File: src/rtl/alu_cmd_ctrl_if.sv
// Byte-command / ALU / transmitter signal bundle for alu_cmd_ctrl.
// slave: the controller side. master: the environment (receiver, ALU, transmitter).
interface alu_cmd_ctrl_if;
  logic [7:0]  rx_data;
  logic        rx_valid;
  logic [7:0]  alu_a;
  logic [7:0]  alu_b;
  logic [3:0]  alu_fun;
  logic        alu_en;
  logic [15:0] alu_out;
  logic [7:0]  tx_data;
  logic        tx_valid;
  logic        tx_ready;
  logic        frm_err;
  logic        rx_drop;

  modport slave (
    input  rx_data, rx_valid, alu_out, tx_ready,
    output alu_a, alu_b, alu_fun, alu_en, tx_data, tx_valid, frm_err, rx_drop
  );

  modport master (
    output rx_data, rx_valid, alu_out, tx_ready,
    input  alu_a, alu_b, alu_fun, alu_en, tx_data, tx_valid, frm_err, rx_drop
  );
endinterface

File: src/rtl/alu_cmd_ctrl.sv
// Frame-driven ALU command controller.
// Frame: CMD_BYTE, operand A, operand B, function byte (upper nibble must be 0).
// After ALU_LAT cycles of alu_en the 16-bit result is sent low byte first.
// Optional: define ALU_CMD_TIMEOUT_EN to abort a frame after TMO_CYC idle cycles
// in the operand/function collection states.
module alu_cmd_ctrl #(
  parameter logic [7:0]  CMD_BYTE = 8'hCC,
  parameter int unsigned ALU_LAT  = 2,
  parameter int unsigned TMO_CYC  = 255
) (
  input logic          clk,
  input logic          rst_n,
  alu_cmd_ctrl_if.slave bus
);

  typedef enum logic [2:0] {
    StIdle, StGetA, StGetB, StGetFun, StAluRun, StSendLo, StSendHi
  } state_e;

  localparam int unsigned LatW = (ALU_LAT > 1) ? $clog2(ALU_LAT) : 1;
  localparam logic [LatW-1:0] LatLast = LatW'(ALU_LAT - 1);

  state_e          state_q, state_d;
  logic [7:0]      alu_a_q, alu_a_d;
  logic [7:0]      alu_b_q, alu_b_d;
  logic [3:0]      alu_fun_q, alu_fun_d;
  logic [15:0]     result_q, result_d;
  logic [LatW-1:0] lat_cnt_q, lat_cnt_d;
  logic            frm_err_q, frm_err_d;
  logic            rx_drop_q, rx_drop_d;

`ifdef ALU_CMD_TIMEOUT_EN
  localparam int unsigned TmoW = (TMO_CYC > 1) ? $clog2(TMO_CYC) : 1;
  localparam logic [TmoW-1:0] TmoLast = TmoW'(TMO_CYC - 1);
  logic [TmoW-1:0] tmo_cnt_q, tmo_cnt_d;
`endif

  // Next-state, operand capture and pulse generation.
  always_comb begin
    state_d   = state_q;
    alu_a_d   = alu_a_q;
    alu_b_d   = alu_b_q;
    alu_fun_d = alu_fun_q;
    result_d  = result_q;
    lat_cnt_d = '0;
    frm_err_d = 1'b0;
    rx_drop_d = 1'b0;
    unique case (state_q)
      StIdle: begin
        if (bus.rx_valid && (bus.rx_data == CMD_BYTE)) state_d = StGetA;
      end
      StGetA: begin
        if (bus.rx_valid) begin
          alu_a_d = bus.rx_data;
          state_d = StGetB;
        end
      end
      StGetB: begin
        if (bus.rx_valid) begin
          alu_b_d = bus.rx_data;
          state_d = StGetFun;
        end
      end
      StGetFun: begin
        if (bus.rx_valid) begin
          if (bus.rx_data[7:4] == 4'h0) begin
            alu_fun_d = bus.rx_data[3:0];
            state_d   = StAluRun;
          end else begin
            frm_err_d = 1'b1;
            state_d   = StIdle;
          end
        end
      end
      StAluRun: begin
        rx_drop_d = bus.rx_valid;
        if (lat_cnt_q == LatLast) begin
          result_d = bus.alu_out;
          state_d  = StSendLo;
        end else begin
          lat_cnt_d = lat_cnt_q + LatW'(1);
        end
      end
      StSendLo: begin
        rx_drop_d = bus.rx_valid;
        if (bus.tx_ready) state_d = StSendHi;
      end
      StSendHi: begin
        rx_drop_d = bus.rx_valid;
        if (bus.tx_ready) state_d = StIdle;
      end
      default: state_d = StIdle;
    endcase

`ifdef ALU_CMD_TIMEOUT_EN
    // Idle-cycle counter; any received byte or leaving the collect states clears it.
    tmo_cnt_d = '0;
    if (!bus.rx_valid && (state_q inside {StGetA, StGetB, StGetFun})) begin
      if (tmo_cnt_q == TmoLast) begin
        frm_err_d = 1'b1;
        state_d   = StIdle;
      end else begin
        tmo_cnt_d = tmo_cnt_q + TmoW'(1);
      end
    end
`endif
  end

  // State and datapath registers.
  always_ff @(posedge clk or negedge rst_n) begin
    if (!rst_n) begin
      state_q   <= StIdle;
      alu_a_q   <= '0;
      alu_b_q   <= '0;
      alu_fun_q <= '0;
      result_q  <= '0;
      lat_cnt_q <= '0;
      frm_err_q <= 1'b0;
      rx_drop_q <= 1'b0;
`ifdef ALU_CMD_TIMEOUT_EN
      tmo_cnt_q <= '0;
`endif
    end else begin
      state_q   <= state_d;
      alu_a_q   <= alu_a_d;
      alu_b_q   <= alu_b_d;
      alu_fun_q <= alu_fun_d;
      result_q  <= result_d;
      lat_cnt_q <= lat_cnt_d;
      frm_err_q <= frm_err_d;
      rx_drop_q <= rx_drop_d;
`ifdef ALU_CMD_TIMEOUT_EN
      tmo_cnt_q <= tmo_cnt_d;
`endif
    end
  end

  // Outputs decode from state so reset clears them without waiting for a clock.
  always_comb begin
    bus.alu_a    = alu_a_q;
    bus.alu_b    = alu_b_q;
    bus.alu_fun  = alu_fun_q;
    bus.frm_err  = frm_err_q;
    bus.rx_drop  = rx_drop_q;
    bus.alu_en   = (state_q == StAluRun);
    bus.tx_valid = (state_q == StSendLo) || (state_q == StSendHi);
    bus.tx_data  = 8'h00;
    if (state_q == StSendLo) bus.tx_data = result_q[7:0];
    if (state_q == StSendHi) bus.tx_data = result_q[15:8];
  end

endmodule

File: src/flat_wrapper.sv
// flat-port wrapper written by rule: the top's interface ports become plain ports
module alu_cmd_ctrl_flat 
#(
  parameter logic [7:0]  CMD_BYTE = 8'hCC,
  parameter int unsigned ALU_LAT  = 2,
  parameter int unsigned TMO_CYC  = 255
)
  (clk, rst_n, bus_rx_data, bus_rx_valid, bus_alu_out, bus_tx_ready, bus_alu_a, bus_alu_b, bus_alu_fun, bus_alu_en, bus_tx_data, bus_tx_valid, bus_frm_err, bus_rx_drop);
  alu_cmd_ctrl_if bus_i ();
  input logic clk;
  input logic rst_n;
  input wire logic [$bits(bus_i.rx_data)-1:0] bus_rx_data;
  input wire logic [$bits(bus_i.rx_valid)-1:0] bus_rx_valid;
  input wire logic [$bits(bus_i.alu_out)-1:0] bus_alu_out;
  input wire logic [$bits(bus_i.tx_ready)-1:0] bus_tx_ready;
  output wire logic [$bits(bus_i.alu_a)-1:0] bus_alu_a;
  output wire logic [$bits(bus_i.alu_b)-1:0] bus_alu_b;
  output wire logic [$bits(bus_i.alu_fun)-1:0] bus_alu_fun;
  output wire logic [$bits(bus_i.alu_en)-1:0] bus_alu_en;
  output wire logic [$bits(bus_i.tx_data)-1:0] bus_tx_data;
  output wire logic [$bits(bus_i.tx_valid)-1:0] bus_tx_valid;
  output wire logic [$bits(bus_i.frm_err)-1:0] bus_frm_err;
  output wire logic [$bits(bus_i.rx_drop)-1:0] bus_rx_drop;
  assign bus_i.rx_data = bus_rx_data;
  assign bus_i.rx_valid = bus_rx_valid;
  assign bus_i.alu_out = bus_alu_out;
  assign bus_i.tx_ready = bus_tx_ready;
  assign bus_alu_a = bus_i.alu_a;
  assign bus_alu_b = bus_i.alu_b;
  assign bus_alu_fun = bus_i.alu_fun;
  assign bus_alu_en = bus_i.alu_en;
  assign bus_tx_data = bus_i.tx_data;
  assign bus_tx_valid = bus_i.tx_valid;
  assign bus_frm_err = bus_i.frm_err;
  assign bus_rx_drop = bus_i.rx_drop;
  alu_cmd_ctrl #(.CMD_BYTE(CMD_BYTE), .ALU_LAT(ALU_LAT), .TMO_CYC(TMO_CYC)) u_core (.clk(clk), .rst_n(rst_n), .bus(bus_i));
endmodule
File: config.mk
export PLATFORM = sky130hd
export DESIGN_NAME = alu_cmd_ctrl_flat
export DESIGN_NICKNAME = d
export VERILOG_FILES = /design/src/rtl/alu_cmd_ctrl_if.sv /design/src/rtl/alu_cmd_ctrl.sv /design/src/flat_wrapper.sv
export SDC_FILE = /design/constraint.sdc
export NUM_CORES = 1
export LEC_CHECK = 0
export CAP_MARGIN = 20
export CORE_ASPECT_RATIO = 0.6
export CORE_UTILIZATION = 45
export CTS_BUF_LIST = sky130_fd_sc_hd__clkbuf_16
export DETAILED_ROUTE_END_ITERATION = 7
export PLACE_DENSITY = 0.77
export SLEW_MARGIN = 20
export SYNTH_ARGS = -nofsm -noshare
export SYNTH_HDL_FRONTEND = slang
export SYNTH_SLANG_ARGS = --single-unit
File: constraint.sdc
create_clock -name clk -period 1.9 [get_ports clk]
set_input_delay 0.475 -clock clk [delete_from_list [all_inputs] [get_ports clk]]
set_output_delay 0.475 -clock clk [all_outputs]
set_load 0.005 [all_outputs]
==> results.yml, run 1 <==
sta:
  period_share: 1.04
  final-max-slew-violation-count: 0
  finalSetupViolations: 3
  period_minus_slack_ps: 1980
  hold_viol: 0
  rsz0062_at_grt: "yes"
  tightest_slew_ps: 520
  fmaxAchievable_mhz: 505
  slew_headroom: 0.653
  setup_slack_ps: -80.4
  finalSetupTns_ps: -199
  skew_ps: 2.77
clocking:
  cts_tree: "built"
  cts_sinks: 42
  clkTransAtPathRegs_ps: 50
  cts_hold_buf: 0
  clock_latency_ps: 270
  h-tree-depth: 2
  cts-root-buf: "clkbuf_16"
  cts_buffers: 5
  clock_path_buffers: 2
power_and_ir_drop:
  p_seq_frac: 0.345
  p_total_w: 0.00375
  irDropWorstVdd_mv: 0.599
  pwr-share-clk: 0.205
  p_comb_frac: 0.451
  power.leakage_nw: 1.35
  p_sw_w: 0.00104
  intPower_w: 0.00271
  powerDensity_nw_per_um2: 1270
  swShare: 0.277
drt:
  wl_um: 4670
  firstDrtPassIters: 4
  antenna_left: 0
  vias_per_cell: 4.90
  drc_errors: 0
  vias: 1387
  wl_per_cell_um: 16.5
  drtIter0Drc: 38
setup_path:
  r2r_start: "u_core.state_q[0]"
  cp_cell_sequence: "buf_4, and2b_2, buf_6, a22oi_2, nor2b_1, buf_2"
  startpoint: "u_core.state_q[1]"
  crit_slowest_cell: "dfrtp_1"
  cp.arrival_ps: 1510
  r2r_slack_ps: 50
  critPathTopFamily: "flip-flops"
  rr_worst_depth: 7
  crit_end: "bus_tx_data[2]"
  cp.depth: 6
  reg2reg_to: "u_core.state_q[0]"
  critical_path_class: "flip-flop to primary output"
  worstPathRequired_ps: 1420
  path_max_fanout: 5
  timing.critical_path.buf_inv: 3
  cp-start-kind: "flip-flop"
  critPathCaptureType: "primary output"
  slowest_delay_ps: 430
layout:
  areaGrowthSynthToFinish_pct: 47.9
  fin_util: 0.704
  multi_input_area_um2: 891
  seqCellArea_um2: 1050
  n_fill_cell: 285
  drive_gt1_frac: 0.444
  num-nets-final: 251
  diodes: 0
grt:
  grt_usage: 0.223
  grt_overflow: 0
  grt_pass1_vias: 1428
  grt_start_max_net_pins: 43
  grt_pass1_wl_um: 7450
  antenna_found_initial: 0
synth:
  ys.flop_type: "dfrtp_1"
  syn_inst: 135
  synth.top_cell.area_share: 0.527
  synth-edff-count: 0
  synthTopCellsByArea: "dfrtp_1 (53%), mux2_4 (20%), mux2_2 (5.6%), buf_6 (4.5%), a22oi_1 (3.0%)"
  syn-num-nets: 163
  synth_area_um2: 1990
  synth.largest_area_cell: "dfrtp_1"
  yosys-top-cells-count: "dfrtp_1 (42), mux2_4 (26), mux2_2 (10), nor2b_1 (9)"
  ys_async_sr_fraction: 1.00
  synth.most_common_cell: "dfrtp_1"
  synth_seq_cells: 42
  syn_area_per_cell_um2: 14.8
  ys_types: 28
  yosysWarnings: 0
  ys_seq_area_frac: 0.527
worst_hold_path:
  hp-class: "primary input to asynchronous set/reset pin"
place:
  dp_hpwl_um: 3150
  portBuffers: 59
  gp_congestion: 0.739
  pre_cts_ws_ps: -116
floorplanning:
  die_area_um2: 4710
  fp.dieH_um: 53.6
  initial_utilization: 0.476
  dieWidth_um: 87.9
  core_area_um2: 4190
  rows: 18
  io_pins: 60
outcome:
  violations: "negative setup slack"
  status: "finished with violations"
flow_run:
  drv_cap: 0
==> worst min-delay path by stage <==
stage,start,endpoint,slack [ps]
after detailed placement,u_core.lat_cnt_q,u_core.lat_cnt_q,470
after global routing,rst_n,u_core.bus.alu_a[4],320
after CTS,rst_n,u_core.bus.alu_a[4],280
after global placement,u_core.lat_cnt_q,u_core.lat_cnt_q,450
final,rst_n,u_core.bus.alu_a[4],250
after floorplan,rst_n,u_core.bus.alu_a[0],180
==> stage by stage <==
step	cell area [um^2]	cells	hold WS, ps
CTS	2950	283	279
finish	2950	283	254
detailed placement	2660	260	469
global placement	2660	260	449
global route	2950	283	320
floorplan	1990	135	179
==> logic make-up after synthesis <==
family	Yosys count	synth area share
AOI/OAI and AO/OA	16	0.0596
xor gates and xnor gates	1	0.00439
buffers and inverters	11	0.0590
DFF	42	0.527
muxes	36	0.252
and+or+nand+nor	29	0.0979
==> repair_timing <==
| item | 4_1_cts | 5_1_grt |
|---|---|---|
| cloned | 2 | 0 |
| pin swaps | 4 | 5 |
| buffers inserted | 14 | 1 |
| endpoints found under the hold margin | 0 | 0 |
| resized for setup | 52 | 2 |
| endpoints found under the setup margin | 10 | 11 |
==> flip-flops by register name, indices dropped and copies added, names as in the netlist <==
register / flops
u_core.bus.alu_b: 8
u_core.bus.rx_drop: 1
u_core.bus.frm_err: 1
u_core.state_q: 3
u_core.bus.alu_fun: 4
u_core.bus.alu_a: 8
u_core.lat_cnt_q: 1
u_core.result_q: 16
==> cells in the final DEF (no fill, tap or decap) <==
master / instances
a31oi_1: 1
a22o_1: 1
nor2_1: 3
nand2_1: 5
clkdlybuf4s15_1: 1
and2b_4: 2
dlygate4sd2_1: 1
o21ai_0: 1
a21oi_1: 2
nand3_1: 1
inv_1: 3
and2_4: 3
buf_4: 23
buf_6: 7
a22oi_2: 8
xor2_2: 1
buf_2: 9
nor2b_1: 9
a311oi_2: 1
dfrtp_1: 42
clkdlybuf4s50_1: 48
and2b_2: 2
o41ai_1: 1
nor4_1: 1
nor4b_2: 1
and2_1: 1
clkbuf_16: 5
nor3b_2: 1
nand4bb_1: 1
o21ai_1: 1
mux2_2: 10
mux2_4: 26
nand4_1: 1
==> layout make-up <==
cell class              instances  share of cell area
multi-input cells              84               0.302
inverters                       1             0.00127
clock buffers                   5              0.0424
well taps                      60              0.0255
clock inverters                 2             0.00255
repair buffers                 89               0.270
flip-flops and latches         42               0.356
==> power groups by stage <==
| stage | clock (W) | combinational, W | sequential [W] |
|---|---|---|---|
| 3_5_place_dp | 0 | 0.00130 | 0.00128 |
| 4_1_cts | 0.000781 | 0.00167 | 0.00128 |
| 2_1_floorplan | 0 | 0.000706 | 0.00128 |
| 5_1_grt | 0.000830 | 0.00180 | 0.00131 |
| 3_3_place_gp | 0 | 0.00127 | 0.00128 |
| 6_report | 0.000767 | 0.00169 | 0.00129 |
==> layer usage <==
metal  global-route usage  up-vias  part of all wire
li1                     -      656                 -
met1                0.300      696              0.47
met2                0.349       27              0.48
met3               0.0598        8             0.036
met4               0.0874        0             0.018
met5                    0        -                 0
Power figures use the tool's default switching activity.
==> inputs of run 2 (changes only) <==
Settings changed: CORE_MARGIN set to 5, CORE_UTILIZATION 45 to 42, PLACE_DENSITY 0.77 to 0.76, TNS_END_PERCENT set to 1.
Clock period 1.9 ns to 1.6 ns, I/O delays scaled along.
==> results.yml, run 2 (synthesized netlist as in run 1, its figures left out) <==
outcome:
  status: "finished with violations"
  violations: "negative setup slack"
layout:
  finalNonFillerCells: 293
  layout_common_cells: "clkdlybuf4s50_1 (41), dfrtp_1 (40), mux2_4 (26)"
  fin_util: 0.671
  areaGrowthSynthToFinish_pct: 54.3
  drive_gt1_frac: 0.474
  largest_reg_flops: 16
  n_fill_cell: 291
  mostFrequentLayoutCell: "clkdlybuf4s50_1"
  top_register: "u_core.result_q"
  diodes: 0
  num-nets-final: 257
floorplanning:
  rows: 19
  die_area_um2: 6270
  fp.dieH_um: 63.4
  dieWidth_um: 99.0
  initial_utilization: 0.435
  core_area_um2: 4590
  io_pins: 60
clocking:
  cts-root-buf: "clkbuf_16"
  cts_tree: "built"
  clock_path_buffers: 2
  clkTransAtPathRegs_ps: 60
  cts_buffers: 5
  clock_latency_ps: 280
  cts_sinks: 42
  h-tree-depth: 2
setup_path:
  worstPathRequired_ps: 1200
  cp_cell_sequence: "and2b_4, buf_6, buf_6, a22oi_2, nor2b_1, buf_2"
  path_max_fanout: 5
  path_common_cell: "buf_6"
  critical_path_class: "flip-flop to primary output"
  crit_slowest_cell: "dfrtp_2"
  critPathCaptureType: "primary output"
  timing.critical_path.buf_inv: 3
  critPathTopFamily: "flip-flops"
  cp.arrival_ps: 1490
  slowest_delay_ps: 430
  cp-start-kind: "flip-flop"
sta:
  skew_ps: 4.55
  period_share: 1.18
  final-max-slew-violation-count: 0
  finalSetupTns_ps: -4890
  setup_slack_ps: -289
  slew_headroom: 0.653
  rsz0062_at_grt: "yes"
  hold_viol: 0
  tightest_slew_ps: 521
  finalSetupViolations: 36
  fmaxAchievable_mhz: 529
  period_minus_slack_ps: 1890
drt:
  wl_per_cell_um: 18.4
  wl_um: 5390
  vias: 1437
  vias_per_cell: 4.90
  firstDrtPassIters: 4
  antenna_left: 0
  drtIter0Drc: 55
  drc_errors: 0
power_and_ir_drop:
  power.leakage_nw: 1.46
  powerDensity_nw_per_um2: 1500
  p_total_w: 0.00462
  irDropWorstVdd_mv: 0.631
grt:
  grt_usage: 0.179
  grt_pass1_vias: 1684
  grt_start_max_net_pins: 43
  antenna_found_initial: 0
  grt_pass1_wl_um: 8780
  grt_overflow: 0
place:
  dp_hpwl_um: 3500
  dp_cells: 266
  portBuffers: 59
  gp_congestion: 0.784
flow_run:
  drv_cap: 0
worst_hold_path:
  hp-class: "primary input to asynchronous set/reset pin"
## run 2: changes by cell type in the layout (fill, tap and decap cells not counted), sizes merged, moves of 3 or more
cell           previous run  this run
buf                      39        44
clkinv                    0         3
dlymetal6s2s              0         5
clkdlybuf4s50            48        41
## run 2: layout make-up
type / count / area (um^2) / area share
multi-input cells: 84 / 932 / 0.303
clock buffers: 5 / 125 / 0.0407
clock inverters: 3 / 11.3 / 0.00366
repair buffers: 95 / 873 / 0.284
inverters: 1 / 3.75 / 0.00122
well taps: 63 / 78.8 / 0.0256
flip-flops and latches: 42 / 1050 / 0.342
## run 2: worst paths after layout
kind                              startpoint             endpoint  slack, ps  depth (start not counted)
max                        u_core.state_q[1]       bus_tx_data[6]       -290                          6
min                                    rst_n  u_core.result_q[14]        180                          2
max reg2reg                u_core.state_q[0]    u_core.state_q[1]       -200                          7
min reg2reg                 u_core.lat_cnt_q     u_core.lat_cnt_q        500                          1
max in group asynchronous              rst_n    u_core.state_q[2]       1040                          2
min in group clk            u_core.lat_cnt_q     u_core.lat_cnt_q        500                          1
## run 2: through the flow
| step | instance area (um^2) | hold WS [ps] | worst slack [ps] |
|---|---|---|---|
| final | 3080 | 180 | -289 |
| after global routing | 3080 | 238 | -376 |
| after CTS | 3030 | 200 | -289 |
| after detailed placement | 2700 | 462 | -387 |
| after global placement | 2700 | 448 | -315 |
| after floorplan | 1990 | 104 | 130 |
## run 2: what timing repair did
| item | CTS | global route |
|---|---|---|
| buffers inserted | 16 | 1 |
| hold buffers | 0 | 0 |
| pin swaps | 7 | 4 |
| gates resized for setup | 59 | 13 |
| gates cloned | 2 | 0 |
| setup endpoints to repair | 48 | 52 |
## run 2: routing by layer
layer,up-vias,track usage,part of all wire
met2,35,0.298,0.49
met3,11,0.0529,0.052
met5,-,0,0
met1,721,0.223,0.45
met4,0,0.0545,0.014
li1,670,-,-
## run 2: report_power, final
group	switching, W	internal [W]
clock network	0.000384	0.000561
logic	0.000762	0.00139
registers	0.000177	0.00134
==> inputs of run 3 (changes only) <==
Settings changed: CORE_ASPECT_RATIO 0.6 to unset, SLEW_MARGIN 20 to unset, TNS_END_PERCENT 1 to 10.
==> results.yml, run 3 (synthesized netlist as in run 1, its figures left out) <==
grt:
  use_met2: 0.284
  grt_usage: 0.167
  grt_start_max_net_pins: 31
  antenna_found_initial: 0
  grt_pass1_wl_um: 8000
  top_usage_layer: "met2"
  grt_pass1_vias: 1565
  met1_usage: 0.204
  grt_overflow: 0
  met3_usage: 0.0590
drt:
  drtIter0Drc: 54
  antenna_left: 0
  vias_per_cell: 5.00
  wl_per_cell_um: 17.7
  vias: 1396
  drc_errors: 0
  wl_um: 4930
  firstDrtPassIters: 4
floorplanning:
  rows: 25
  fp.dieH_um: 78.9
  core_area_um2: 4660
  initial_utilization: 0.428
  dieWidth_um: 78.9
  die_area_um2: 6230
  io_pins: 60
layout:
  layout_common_cells: "clkdlybuf4s50_1 (46), dfrtp_1 (40), mux2_4 (26)"
  largest_reg_flops: 16
  n_fill_cell: 326
  stdcell_area_um2: 3010
  drive_gt1_frac: 0.467
  diodes: 0
  fin_util: 0.646
  areaGrowthSynthToFinish_pct: 51.0
  top_register: "u_core.result_q"
  num-nets-final: 252
  mostFrequentLayoutCell: "clkdlybuf4s50_1"
clocking:
  cts_sinks: 42
  h-tree-depth: 2
  cts_buffers: 5
  clock_path_buffers: 2
  cts-root-buf: "clkbuf_16"
  cts_tree: "built"
  cts_hold_buf: 0
  clock_latency_ps: 280
  clkTransAtPathRegs_ps: 60
sta:
  hold_viol: 0
  setup_slack_ps: -269
  tightest_slew_ps: 338
  period_minus_slack_ps: 1870
  rsz0062_at_grt: "yes"
  final-max-slew-violation-count: 0
  slew_headroom: 0.774
  period_share: 1.17
  finalSetupViolations: 47
  timing.hold.ws_ps: 8.62
  skew_ps: 4.75
  fmaxAchievable_mhz: 535
setup_path:
  crit_slowest_cell: "dfrtp_2"
  cp-start-kind: "flip-flop"
  critPathTopFamily: "flip-flops"
  critPathCaptureType: "primary output"
  critical_path_class: "flip-flop to primary output"
  timing.critical_path.buf_inv: 2
  slowest_delay_ps: 450
  startpoint: "u_core.state_q[1]"
  path_max_fanout: 6
  r2r_start: "u_core.state_q[0]"
  cp.arrival_ps: 1470
  worstPathRequired_ps: 1200
  cp_cell_sequence: "and2b_4, buf_6, a22oi_2, nor2b_1, buf_2"
power_and_ir_drop:
  powerDensity_nw_per_um2: 1510
  p_total_w: 0.00455
  power.leakage_nw: 1.39
  irDropWorstVdd_mv: 0.679
place:
  dpl_cell_area_um2: 2660
  dp_hpwl_um: 3300
  gp_congestion: 0.794
  pre_cts_ws_ps: -478
  portBuffers: 59
outcome:
  status: "finished with violations"
  violations: "negative setup slack"
worst_hold_path:
  hp-class: "primary input to asynchronous set/reset pin"
flow_run:
  drv_cap: 0
==> run 3: where the power goes <==
group          switching (W)  total, W  internal, W
Clock               0.000405  0.000974     0.000569
Sequential          0.000189   0.00153      0.00134
Combinational       0.000676   0.00205      0.00137
==> run 3: worst register-to-register path, stage by stage, from the launching register on <==
cell and delay, ps:
dfrtp_2 440, buf_6 130, buf_6 120, nor3b_4 170
and2_4 340, mux2_2 380
==> run 3: layout make-up <==
class,count,area [um^2],share of cell area
Sequential cell,42,1050,0.350
Multi-Input combinational cell,84,907,0.301
Timing Repair Buffer,90,838,0.278
Clock buffer,5,125,0.0415
Tap cell,54,67.6,0.0224
Clock inverter,3,16.3,0.00540
Inverter,1,3.75,0.00125
==> run 3: final timing paths <==
kind                            depth (start not counted)  slack [ps]                   to
worst max-delay path                                    5        -270       bus_tx_data[5]
worst min-delay path                                    1           9  u_core.bus.alu_a[6]
worst max register to register                          5         -90   u_core.result_q[0]
worst min register to register                          1         470     u_core.lat_cnt_q
max in group asynchronous                               2        1110    u_core.state_q[1]
min in group clk                                        1         470     u_core.lat_cnt_q
==> run 3: metrics by stage <==
| stage | std cells | setup TNS, ps |
|---|---|---|
| 4_1_cts | 277 | -3030 |
| 2_1_floorplan | 135 | 0 |
| 3_5_place_dp | 253 | -9530 |
| 3_3_place_gp | 253 | -8930 |
| 5_1_grt | 279 | -6720 |
| 6_report | 279 | -4140 |
==> run 3: per-layer routing <==
layer	wire length (um)	share of wire
met1	2130	0.43
met2	2370	0.48
met3	396	0.080
met5	0	0
met4	35	0.0071
==> run 3: what timing repair did <==
item,4_1_cts,5_1_grt
pin swaps,5,5
endpoints found under the setup margin,38,50
resized for setup,57,9
cloned,2,0
setup buffers,14,2
